## src/rtl/fetch_pkg.sv

```systemverilog
// -----------------------------------------------------------------------------
// fetch_pkg
// Shared definitions for the instruction-fetch stage: FSM state encoding,
// the NOP word presented when IF/ID is empty, opcode field location and the
// PC increment.
// -----------------------------------------------------------------------------
package fetch_pkg;

  typedef enum logic [1:0] {
    ST_IDLE    = 2'd0,
    ST_FETCH   = 2'd1,
    ST_FULL    = 2'd2,
    ST_DISCARD = 2'd3
  } fetch_state_e;

  localparam logic [31:0] NOP_INSTR  = 32'h0000_0000;
  localparam int          OPCODE_MSB = 31;
  localparam int          OPCODE_LSB = 26;
  localparam int          OPCODE_W   = OPCODE_MSB - OPCODE_LSB + 1;
  localparam int          PC_INC     = 4;

endpackage : fetch_pkg

```

## src/rtl/if_skid_buf.sv

```systemverilog
// -----------------------------------------------------------------------------
// if_skid_buf
// One-entry {instr, pc} holding buffer used when a fetched word returns while
// decode is stalled on an occupied IF/ID register.
//
// Ports:
//   clk, rst_n          clock / asynchronous active-low reset (clears full)
//   load                capture d_instr/d_pc, mark full
//   unload              entry consumed, mark empty
//   clear               flush (redirect); wins over load/unload
//   d_instr, d_pc       word and its address to store
//   full                entry occupied
//   q_instr, q_pc       stored word and address
// -----------------------------------------------------------------------------
module if_skid_buf #(
  parameter int DATA_W = 32,
  parameter int ADDR_W = 32
) (
  input  logic              clk,
  input  logic              rst_n,
  input  logic              load,
  input  logic              unload,
  input  logic              clear,
  input  logic [DATA_W-1:0] d_instr,
  input  logic [ADDR_W-1:0] d_pc,
  output logic              full,
  output logic [DATA_W-1:0] q_instr,
  output logic [ADDR_W-1:0] q_pc
);

  logic              full_p0;
  logic [DATA_W-1:0] instr_p0;
  logic [ADDR_W-1:0] pc_p0;

  // Occupancy flag: the only state that matters after reset
  always_ff @(posedge clk or negedge rst_n) begin
    if (!rst_n) begin
      full_p0 <= 1'b0;
    end else if (clear) begin
      full_p0 <= 1'b0;
    end else if (load) begin
      full_p0 <= 1'b1;
    end else if (unload) begin
      full_p0 <= 1'b0;
    end
  end

  // Payload: only meaningful while full_p0 is set
  always_ff @(posedge clk) begin
    if (load && !clear) begin
      instr_p0 <= d_instr;
      pc_p0    <= d_pc;
    end
  end

  assign full    = full_p0;
  assign q_instr = instr_p0;
  assign q_pc    = pc_p0;

endmodule : if_skid_buf

```

## src/rtl/fetch_stage.sv

```systemverilog
// -----------------------------------------------------------------------------
// fetch_stage
// Instruction-fetch stage plus IF/ID pipeline register. Keeps the PC, issues
// one outstanding req/ack read at a time, parks a returning word in a one-entry
// skid buffer when decode is stalled, and flushes everything on a redirect.
//
// Ports:
//   clk, rst_n                    clock / asynchronous active-low reset
//   imem_req, imem_addr           fetch request, held stable until imem_ack
//   imem_ack, imem_rdata          read completion and returned word
//   redirect_valid, redirect_pc   taken branch/jump and its target
//   stall                         decode cannot accept; IF/ID holds
//   if_valid, if_instr, if_pc,
//   if_pc_plus4, if_opcode        IF/ID contents presented to decode
// -----------------------------------------------------------------------------
module fetch_stage
  import fetch_pkg::*;
#(
  parameter int                ADDR_W   = 32,
  parameter int                DATA_W   = 32,
  parameter logic [ADDR_W-1:0] RESET_PC = '0
) (
  input  logic              clk,
  input  logic              rst_n,
  output logic              imem_req,
  output logic [ADDR_W-1:0] imem_addr,
  input  logic              imem_ack,
  input  logic [DATA_W-1:0] imem_rdata,
  input  logic              redirect_valid,
  input  logic [ADDR_W-1:0] redirect_pc,
  input  logic              stall,
  output logic              if_valid,
  output logic [DATA_W-1:0] if_instr,
  output logic [ADDR_W-1:0] if_pc,
  output logic [ADDR_W-1:0] if_pc_plus4,
  output logic [5:0]        if_opcode
);

  function automatic logic [ADDR_W-1:0] word_align(input logic [ADDR_W-1:0] a);
    return {a[ADDR_W-1:2], 2'b00};
  endfunction

  function automatic logic [ADDR_W-1:0] next_pc(input logic [ADDR_W-1:0] a);
    return a + ADDR_W'(PC_INC);
  endfunction

  fetch_state_e      state_p0, state_d;
  logic [ADDR_W-1:0] pc_p0, pc_d;
  logic [ADDR_W-1:0] discard_pc_p0;

  logic              vld_p1;
  logic [DATA_W-1:0] instr_p1;
  logic [ADDR_W-1:0] pc_p1;
  logic [ADDR_W-1:0] pc_plus4_p1;

  logic              ack_v;
  logic              ifid_open;
  logic              ifid_flush, ifid_from_mem, ifid_from_skid;
  logic              skid_load, skid_unload, skid_clear;
  logic              capture_discard;
  logic              skid_full;
  logic [DATA_W-1:0] skid_instr;
  logic [ADDR_W-1:0] skid_pc;

  // Stage 0: fetch control (PC, request FSM)

  // Request and address depend only on registered state, never on inputs.
  // In DISCARD the abandoned address is replayed until its ack drains.
  assign imem_req  = (state_p0 == ST_FETCH) || (state_p0 == ST_DISCARD);
  assign imem_addr = (state_p0 == ST_DISCARD) ? discard_pc_p0 : pc_p0;

  assign ack_v     = imem_ack && imem_req;
  assign ifid_open = !vld_p1 || !stall;

  always_comb begin
    state_d         = state_p0;
    pc_d            = pc_p0;
    skid_load       = 1'b0;
    skid_unload     = 1'b0;
    skid_clear      = 1'b0;
    ifid_flush      = 1'b0;
    ifid_from_mem   = 1'b0;
    ifid_from_skid  = 1'b0;
    capture_discard = 1'b0;
    case (state_p0)
      ST_IDLE: begin
        state_d = ST_FETCH;
        if (redirect_valid) pc_d = word_align(redirect_pc);
      end
      ST_FETCH: begin
        if (redirect_valid) begin
          pc_d       = word_align(redirect_pc);
          ifid_flush = 1'b1;
          skid_clear = 1'b1;
          // An ack in the same cycle retires the old request; the word is
          // dropped and fetching resumes at the target directly.
          if (!ack_v) begin
            state_d         = ST_DISCARD;
            capture_discard = 1'b1;
          end
        end else if (ack_v) begin
          pc_d = next_pc(pc_p0);
          if (ifid_open) begin
            ifid_from_mem = 1'b1;
          end else begin
            skid_load = 1'b1;
            state_d   = ST_FULL;
          end
        end
      end
      ST_FULL: begin
        if (redirect_valid) begin
          pc_d       = word_align(redirect_pc);
          ifid_flush = 1'b1;
          skid_clear = 1'b1;
          state_d    = ST_FETCH;
        end else if (!stall) begin
          ifid_from_skid = 1'b1;
          skid_unload    = 1'b1;
          state_d        = ST_FETCH;
        end
      end
      ST_DISCARD: begin
        if (redirect_valid) begin
          pc_d       = word_align(redirect_pc);
          ifid_flush = 1'b1;
          skid_clear = 1'b1;
        end
        if (ack_v) state_d = ST_FETCH;
      end
      default: state_d = ST_IDLE;
    endcase
  end

  always_ff @(posedge clk or negedge rst_n) begin
    if (!rst_n) begin
      state_p0      <= ST_IDLE;
      pc_p0         <= RESET_PC;
      discard_pc_p0 <= RESET_PC;
    end else begin
      state_p0 <= state_d;
      pc_p0    <= pc_d;
      if (capture_discard) discard_pc_p0 <= pc_p0;
    end
  end

  if_skid_buf #(
    .DATA_W (DATA_W),
    .ADDR_W (ADDR_W)
  ) u_skid (
    .clk     (clk),
    .rst_n   (rst_n),
    .load    (skid_load),
    .unload  (skid_unload),
    .clear   (skid_clear),
    .d_instr (imem_rdata),
    .d_pc    (pc_p0),
    .full    (skid_full),
    .q_instr (skid_instr),
    .q_pc    (skid_pc)
  );

  // Stage 1: IF/ID register

  always_ff @(posedge clk or negedge rst_n) begin
    if (!rst_n) begin
      vld_p1      <= 1'b0;
      instr_p1    <= DATA_W'(NOP_INSTR);
      pc_p1       <= '0;
      pc_plus4_p1 <= '0;
    end else if (ifid_flush) begin
      vld_p1   <= 1'b0;
      instr_p1 <= DATA_W'(NOP_INSTR);
    end else if (ifid_from_mem) begin
      vld_p1      <= 1'b1;
      instr_p1    <= imem_rdata;
      pc_p1       <= pc_p0;
      pc_plus4_p1 <= next_pc(pc_p0);
    end else if (ifid_from_skid && skid_full) begin
      vld_p1      <= 1'b1;
      instr_p1    <= skid_instr;
      pc_p1       <= skid_pc;
      pc_plus4_p1 <= next_pc(skid_pc);
    end else if (!stall) begin
      // Consumed by decode with nothing new arriving: present a NOP
      vld_p1   <= 1'b0;
      instr_p1 <= DATA_W'(NOP_INSTR);
    end
  end

  assign if_valid    = vld_p1;
  assign if_instr    = instr_p1;
  assign if_pc       = pc_p1;
  assign if_pc_plus4 = pc_plus4_p1;
  assign if_opcode   = instr_p1[DATA_W-1 -: OPCODE_W];

endmodule : fetch_stage
```

## config.mk

```make
export PLATFORM = sky130hd
export DESIGN_NAME = fetch_stage
export DESIGN_NICKNAME = d
export VERILOG_FILES = /design/src/rtl/fetch_pkg.sv /design/src/rtl/if_skid_buf.sv /design/src/rtl/fetch_stage.sv
export SDC_FILE = /design/constraint.sdc
export NUM_CORES = 1
export LEC_CHECK = 0
export ABC_AREA = 1
export CORE_ASPECT_RATIO = 1.75
export CORE_UTILIZATION = 58
export CTS_BUF_LIST = sky130_fd_sc_hd__clkbuf_4 sky130_fd_sc_hd__clkbuf_8
export CTS_CLUSTER_DIAMETER = 80
export CTS_CLUSTER_SIZE = 20
export DETAILED_ROUTE_END_ITERATION = 6
export GPL_ROUTABILITY_DRIVEN = 1
export PLACE_DENSITY = 0.86
export SYNTH_ARGS = -nofsm -noshare
export SYNTH_HDL_FRONTEND = slang
export SYNTH_SLANG_ARGS = --single-unit
```

## constraint.sdc

```tcl
create_clock -name clk -period 8.1 [get_ports clk]
set_input_delay 0.81 -clock clk [delete_from_list [all_inputs] [get_ports clk]]
set_output_delay 0.81 -clock clk [all_outputs]
set_load 0.01 [all_outputs]
```

# Word level (Yosys, flattened, before mapping)
# Cells that the tools add are included.
[word_totals]
register_bits = 228
input_bits = 69
out_inout_bits = 136
wordCells = 83
[op_classes]
add_sub_neg = 2
n_eq_ne = 10
muxes = 44
n_bitwise = 1
reduce_logical = 16
[ops]
columns = ["op", "n"]
rows = [
  ["32-bit two-way mux", 12],
  ["32-bit by 3-bit adder with 32-bit output, second input constant", 2],
  ["32-bit case mux with 2 select lines", 1],
  ["1-bit two-way mux", 23],
  ["2-bit two-way mux", 7],
  ["3-bit != test, second input constant", 4],
  ["2-bit case mux with 4 select lines", 1],
  ["3-bit OR reduction", 2],
  ["5-bit AND reduction", 1],
  ["2-bit == test, second input constant", 2],
  ["4-bit by 1-bit != test with 1-bit output, second input constant", 1],
  ["2-bit AND reduction", 2],
  ["1-bit logical AND", 3],
  ["1-bit logical NOT", 3],
  ["3-bit nonzero test", 1],
  ["2-bit by 1-bit == test with 1-bit output, second input constant", 1],
  ["2-bit logical NOT", 1],
  ["1-bit logical OR", 2],
  ["2-bit by 1-bit != test with 1-bit output, second input constant", 1],
  ["2-bit != test, second input constant", 1],
  ["2-bit nonzero test", 1],
  ["1-bit inverter", 1],
]

# Depth between registers and ports, before layout
# Gate-level depths: netlist of the first run.
[logic_depth]
depth_word = 8
ltp_mapped = 11
mapped_depth_nobuf = 11

# Modules after synthesis
# From an unflattened synthesis of the first run, not the netlist that was laid out.
[unflattened]
hier_cells = 1369
hier_area_um2 = 10994.3
[by_module_without_submodules]
columns = ["mod", "n_inst", "cells_per_inst", "area_per_inst_um2", "seq_area_each_um2"]
rows = [
  ["fetch_stage", 1, 1298, 9024.9, 3928.8],
  ["if_skid_buf", 1, 71, 1969.4, 1946.9],
]

# Least setup slack after synthesis of the first run
# Ideal clock, no wire load.
[synth_path]
path_kind = "input to register"
from = "input redirect_valid"
to = "register u_skid.instr_p0[0], in the netlist u_skid.q_instr[0], enable pin"
setup_ns = 0.416
t_arrival_ns = 2.697
required_ns = 7.684
setup_slack_ns = 4.987
stages = 6
path_buffers = 1
cell_sequence = "inv_1 > nand2_1 > inv_1 > clkbuf_1 > nand2_1 > inv_1"
[synth_between]
elab_chain_len = 4
word_cells_on_any_way = 6
classes_between = "mux: 4; reduce/logical: 2"
[synth_rtl]
columns = ["element", "line_no", "rtl"]
rows = [
  ["start, declared", "fetch_stage.sv:29", "input logic redirect_valid,"],
  ["1-bit two-way mux", "fetch_stage.sv:91, fetch_stage.sv:112, fetch_stage.sv:124", ""],
  ["1-bit two-way mux", "n/a", ""],
  ["1-bit logical NOT", "if_skid_buf.sv:50", "if (load && !clear) begin"],
  ["1-bit logical AND (*)", "if_skid_buf.sv:50", ""],
  ["end signal, assigned", "if_skid_buf.sv:51", "instr_p0 <= d_instr;"],
  ["end, declared", "if_skid_buf.sv:32", "logic [DATA_W-1:0] instr_p0;"],
]
# Every way passes the cells marked *; elsewhere a longest branch is shown, timed or not.
# A chain may end at the register's enable or synchronous reset.

# Final worst setup path of the first run
[layout_path]
from = "input redirect_valid"
to = "register u_skid.instr_p0[28], in the netlist u_skid.q_instr[28], enable pin"
# Same word-level chain as after synthesis.

==> reports/metrics.cfg, run 1 <==
[power]
peakVddDrop_uv=292
power_density_mw_per_mm2=338
leakagePower_nw=5.70
total_power_w=0.00441

[global_route]
track_usage_pct=33.5
grt_pass1_vias=9561
grt_max_degree=109
grt-ovfl-total=0
grt_pass1_wl_um=49600
antenna_found_initial=0

[setup_path]
startpoint_type=input pin
path_buf_inv=5
cp-end-kind=register
crit_family=buffers and inverters
max_stage_delay_ns=0.99
path_class=in2reg
arrival_ns=4.13
cp.required_ns=8.25
worstPathMaxFanout=62
crit_slowest_cell=inv_1
cp_cell_sequence=clkdlybuf4s50_1 -> inv_1 -> nand2_1 -> inv_1 -> nand2_1 -> inv_2 -> buf_4

[cells_and_area]
final_cells=1753
final_cell_mix=477 x nand2_1, 195 x clkdlybuf4s50_1, 165 x o21ai_0
nNetsFinal=1583
fillCellCount=1455
utilization_pct=71.9
area_growth_pct=20.7
layout_commonest_cell=nand2_1
layout-drive-gt1-share_pct=3.36
seq_area_mm2=0.00577
diodes=0
multi_input_area_mm2=0.00439

[sta]
rsz0062_at_grt=no
setup_viol=0
fin_skew_ns=0.0265
relSlewSlack_pct=26.0
fin_crit_sh_pct=49.2
setup_ws_ns=4.12
final-max-slew-violation-count=0
setup_tns_ns=0
worst_slew_pin_slew_ns=1.11
post-route-min-period_ns=3.98
hold_viol=0
clock.fmax_mhz=251

[min_path]
min_path_type=in2async

[drt]
viasPerCell=5.58
wl_um=31600
dr.pass1.iters=5
wl_per_cell_um=18.0
vias=9789
drtIter0Drc=723
drc=0
ant_nets=0

[synth]
avgSynthCellArea_um2=7.96
ys_seq_area_share_pct=53.3
synthCells=1359
ys_seq_elements=218
netlist_area_mm2=0.0108
yosys_warnings=0
synth.distinct_cells=35

[job]
maxCapViolCount=0

[place]
dp_cells=1730
dp_hpwl_um=23200
place_congestion=0.947
numPortBuffers=196
place_ws_ns=3.59

[die]
die_w_um=105
rows=65
initial_core_util_pct=59.6
ios=205
die_area_mm2=0.0192
die_y_um=183
core_area_mm2=0.0181

[clock_tree]
clkTransAtPathRegs_ns=0.11
post-cts-setup-buffer-count=0
cts_root_buffer=clkbuf_8
cts_buffers=14
clk_path_buf_depth=3
hold_buffers=0
clock-sinks=218
clkLatencyLatePin_ns=0.52
cts_tree=built
cts_resized=0
htree_levels=1

[status]
status=finished, final reports clean

==> cell usage after synthesis, drive strengths merged <==
master	instances	area, µm²
clkinv	1	5.00
nand3b	3	22.5
ha	2	25.0
inv	79	299
dfrtp	156	3900
o21ai	167	836
nand2	478	1800
nor2	134	547
conb	1	3.75
or2	4	25.0
xor2	14	123
xnor2	2	17.5
a211oi	1	7.51
a31oi	9	56.3
nor3	2	10.0
buf	39	248
a21oi	9	48.8
o21a	1	7.51
o211ai	4	30.0
o22ai	12	75.1
nand3	141	706
edfxtp	62	1860
clkbuf	34	128
nand4	4	25.0
==> worst reg2reg max path, stage by stage, from the launching register on <==
cell and delay (ns):
dfrtp_1 0.45, inv_2 0.08, nor2_4 0.12, nand2_1 0.65
inv_1 0.99, nand2_1 0.24, inv_2 0.08, buf_4 0.66
==> layer usage <==
metal / routed length, µm / share of wire (%) / global-route usage [%] / vias up
met1: 11600 / 37 / 38.8 / 4582
met2: 16400 / 52 / 60.5 / 413
met3: 1790 / 5.7 / 3.50 / 84
met4: 1790 / 5.7 / 18.0 / 0
li1: - / - / - / 4710
met5: 0 / 0 / 0 / -
==> kinds of logic after synthesis <==
family                     after synthesis  synth area share (%)
DFF                                    218                  53.3
and+or+nand+nor                        766                  29.0
buffers and inverters                  153                  6.28
AOI/OAI and AO/OA                      203                  9.81
other                                    1                0.0347
xor gates and xnor gates                16                  1.30
adders and majority gates                2                 0.231
==> power by group <==
part,internal (W),switching [W],total (W)
logic,0.000849,0.00111,0.00195
clock network,0.000206,0.000339,0.000545
registers,0.00156,0.000353,0.00191
==> registers in the layout, summed over array words and instances (netlist names) <==
name	flops
discard_pc_p0	30
if_instr	32
u_skid.q_pc	30
state_p0	2
if_valid	1
u_skid.full	1
pc_p0	30
u_skid.q_instr	32
if_pc_plus4	30
if_pc	30
==> cell type report <==
class / count / area share (%)
flip-flops and latches: 218 / 44.2
inverters: 80 / 2.33
well taps: 234 / 2.24
repair buffers: 205 / 15.6
multi-input cells: 993 / 33.7
clock buffers: 22 / 1.99
clock inverters: 1 / 0.0288
==> per-stage QoR <==
step | hold WS, ns | cell area [µm²]
after floorplan | 0.442 | 10800
after global placement | 0.445 | 12800
after detailed placement | 0.450 | 12800
after CTS | 0.373 | 13000
after global routing | 0.399 | 13000
final | 0.326 | 13000
==> final timing paths <==
kind,start,to,slack (ns),cells after the start
worst max-delay path,redirect_valid,u_skid.q_instr[28]$_DFFE_PP_,4.12,7
max in group asynchronous,rst_n,discard_pc_p0[30]$_DFFE_PN0P_,6.30,2
worst min register to register,u_skid.q_instr[21]$_DFFE_PP_,if_instr[21]$_DFFE_PN0P_,0.47,2
worst max register to register,state_p0[0]$_DFFE_PN0P_,u_skid.q_instr[28]$_DFFE_PP_,4.44,7
min in group clk,u_skid.q_instr[21]$_DFFE_PP_,if_instr[21]$_DFFE_PN0P_,0.47,2
worst min-delay path,rst_n,discard_pc_p0[25]$_DFFE_PN0P_,0.33,1
Note: power is estimated with default switching activity, not from simulation.
==> run 2: changes to the inputs <==
--- a/config.mk
+++ b/config.mk
@@ -7,13 +7,13 @@
 export LEC_CHECK = 0
 export ABC_AREA = 1
 export CORE_ASPECT_RATIO = 1.75
-export CORE_UTILIZATION = 58
+export CORE_UTILIZATION = 49
 export CTS_BUF_LIST = sky130_fd_sc_hd__clkbuf_4 sky130_fd_sc_hd__clkbuf_8
 export CTS_CLUSTER_DIAMETER = 80
 export CTS_CLUSTER_SIZE = 20
 export DETAILED_ROUTE_END_ITERATION = 6
 export GPL_ROUTABILITY_DRIVEN = 1
-export PLACE_DENSITY = 0.86
+export PLACE_DENSITY = 0.77
 export SYNTH_ARGS = -nofsm -noshare
 export SYNTH_HDL_FRONTEND = slang
 export SYNTH_SLANG_ARGS = --single-unit
==> constraint.sdc (replaced) <==
create_clock -name clk -period 3.3 [get_ports clk]
set_input_delay 0.33 -clock clk [delete_from_list [all_inputs] [get_ports clk]]
set_output_delay 0.33 -clock clk [all_outputs]
set_load 0.01 [all_outputs]
==> run 2 against run 1 <==
  * Core utilization shrank 11 points
  * First-iteration DRC count decreased by 11%
  * Clock power increased by 140%
  * Routed wire length down 0.10%
  * Sequential power rose by 140%
  * Final cell count grew 4.0%
  * Worst setup slack worse by 3.5 ns
  * Design area rose by 1.5%
  * Critical path depth fell by 1
  * Clock skew fell by 0.015 ns
  * Sequential cell count is the same
  * Non-clock buffer count up 10
  * Largest cell class unchanged
==> reports/metrics.cfg, run 2 (synthesis gave the netlist of run 1 again) <==
[status]
status=finished, final reports clean

[sta]
fin_skew_ns=0.0110
hold_viol=0
clock.fmax_mhz=370
worst_slew_pin_slew_ns=0.873
relSlewSlack_pct=41.4
setup_tns_ns=0
rsz0062_at_grt=no
setup_viol=0
post-route-min-period_ns=2.70
final-max-slew-violation-count=0
fin_crit_sh_pct=81.8

[clock_tree]
clock-sinks=218
post-cts-setup-buffer-count=0
cts_resized=0
clk_path_buf_depth=3
clkTransAtPathRegs_ns=0.12
cts_root_buffer=clkbuf_8
clkLatencyLatePin_ns=0.50
cts_buffers=14
htree_levels=1
cts_tree=built

[cells_and_area]
nNetsFinal=1593
final_cell_mix=477 x nand2_1, 195 x clkdlybuf4s50_1, 165 x o21ai_0
area_growth_pct=22.5
fillCellCount=1999
seq_area_mm2=0.00577
layout_commonest_cell=nand2_1
layout-drive-gt1-share_pct=3.99
multi_input_area_mm2=0.00439

[setup_path]
cp.required_ns=2.97
cp-end-kind=primary output
startpoint_type=register
reg2reg_depth=9
r2r_slack_ns=1.06
r2r-end=if_pc_plus4[12]$_DFFE_PN0P_
arrival_ns=2.37
r2r_start=u_skid.q_pc[2]$_DFFE_PP_
cp-endpoint=imem_addr[4]
worstPathMaxFanout=60
path_class=reg2out
critPathLaunch=state_p0[1]$_DFFE_PN0P_

[power]
power_density_mw_per_mm2=820
peakVddDrop_uv=684
leakagePower_nw=5.77
total_power_w=0.0109

[die]
initial_core_util_pct=50.1
core_area_mm2=0.0216
ios=205
rows=71
die_area_mm2=0.0227
die_y_um=199
die_w_um=114

[global_route]
grt_max_degree=108
grt-ovfl-total=0
track_usage_pct=28.4
antenna_found_initial=0
grt_pass1_wl_um=49200
grt_pass1_vias=9336

[place]
dp_hpwl_um=24100
place_congestion=0.988
numPortBuffers=196

[drt]
dr.pass1.iters=5
wl_per_cell_um=17.3
drtIter0Drc=641
drc=0
wl_um=31600
ant_nets=0
vias=9626
viasPerCell=5.28

[min_path]
min_path_type=in2async

[job]
maxCapViolCount=0

run 2: cell types whose count changed in the layout (fill, tap and decap cells not counted), sizes merged:
cell / delta
buf: +9
clkbuf: +1
diode: +1
dlygate4sd3: +1
run 2: worst min-delay path by stage:
| stage | from | end | slack, ns | depth (start not counted) |
|---|---|---|---|---|
| 2_1_floorplan | rst_n | discard_pc_p0[10]$_DFFE_PN0P_ | 0.03 | 0 |
| 3_3_place_gp | rst_n | discard_pc_p0[25]$_DFFE_PN0P_ | 0.39 | 1 |
| 3_5_place_dp | rst_n | discard_pc_p0[25]$_DFFE_PN0P_ | 0.38 | 1 |
| 4_1_cts | imem_rdata[7] | u_skid.q_instr[7]$_DFFE_PP_ | 0.38 | 1 |
| 5_1_grt | imem_rdata[4] | u_skid.q_instr[4]$_DFFE_PP_ | 0.38 | 1 |
| 6_report | rst_n | discard_pc_p0[25]$_DFFE_PN0P_ | 0.38 | 2 |
run 2: layout make-up:
type / count / share of cell area, %
clock inverter: 1 / 0.0283
tap: 292 / 2.76
inverter: 80 / 2.30
timing repair buffer: 215 / 16.2
sequential: 218 / 43.5
multi-input combinational: 993 / 33.2
antenna: 1 / 0.0189
clock buffer: 23 / 2.01
run 2: what timing repair did:
item / 4_1_cts / 5_1_grt
endpoints found under the hold margin: 66 / 0
hold buffers: 1 / 0
endpoints found under the setup margin: 0 / 0
run 2: stage by stage:
stage                     setup WS (ns)  area (µm²)  util (%)  cells  hold slack (ns)
after floorplan                   0.559       10800         -   1364           0.0344
after global placement            0.889       13000      60.0   1797            0.385
after detailed placement          0.774       13000      60.0   1797            0.385
after CTS                         0.570       13200      61.3   1822            0.382
after global routing              0.368       13200      61.3   1822            0.384
final                             0.600       13200      61.4   1823            0.380
run 2: layer usage:
metal | global-route usage, % | wire length [µm]
met5 | 0 | 0
met4 | 16.0 | 1900
met3 | 2.59 | 1440
met2 | 51.2 | 16500
met1 | 32.7 | 11800
run 2: critical path, stage by stage (launching register included):
cell and delay [ns]:
dfrtp_1 0.46, nand2_1 0.10, inv_1 0.06, buf_4 0.41
nand2_1 0.09, o21ai_0 0.13, clkdlybuf4s50_1 0.59
run 2: report_power, final:
| group | total (W) | switching, W | internal [W] |
|---|---|---|---|
| clock network | 0.00133 | 0.000818 | 0.000517 |
| registers | 0.00466 | 0.000845 | 0.00381 |
| logic | 0.00486 | 0.00273 | 0.00213 |
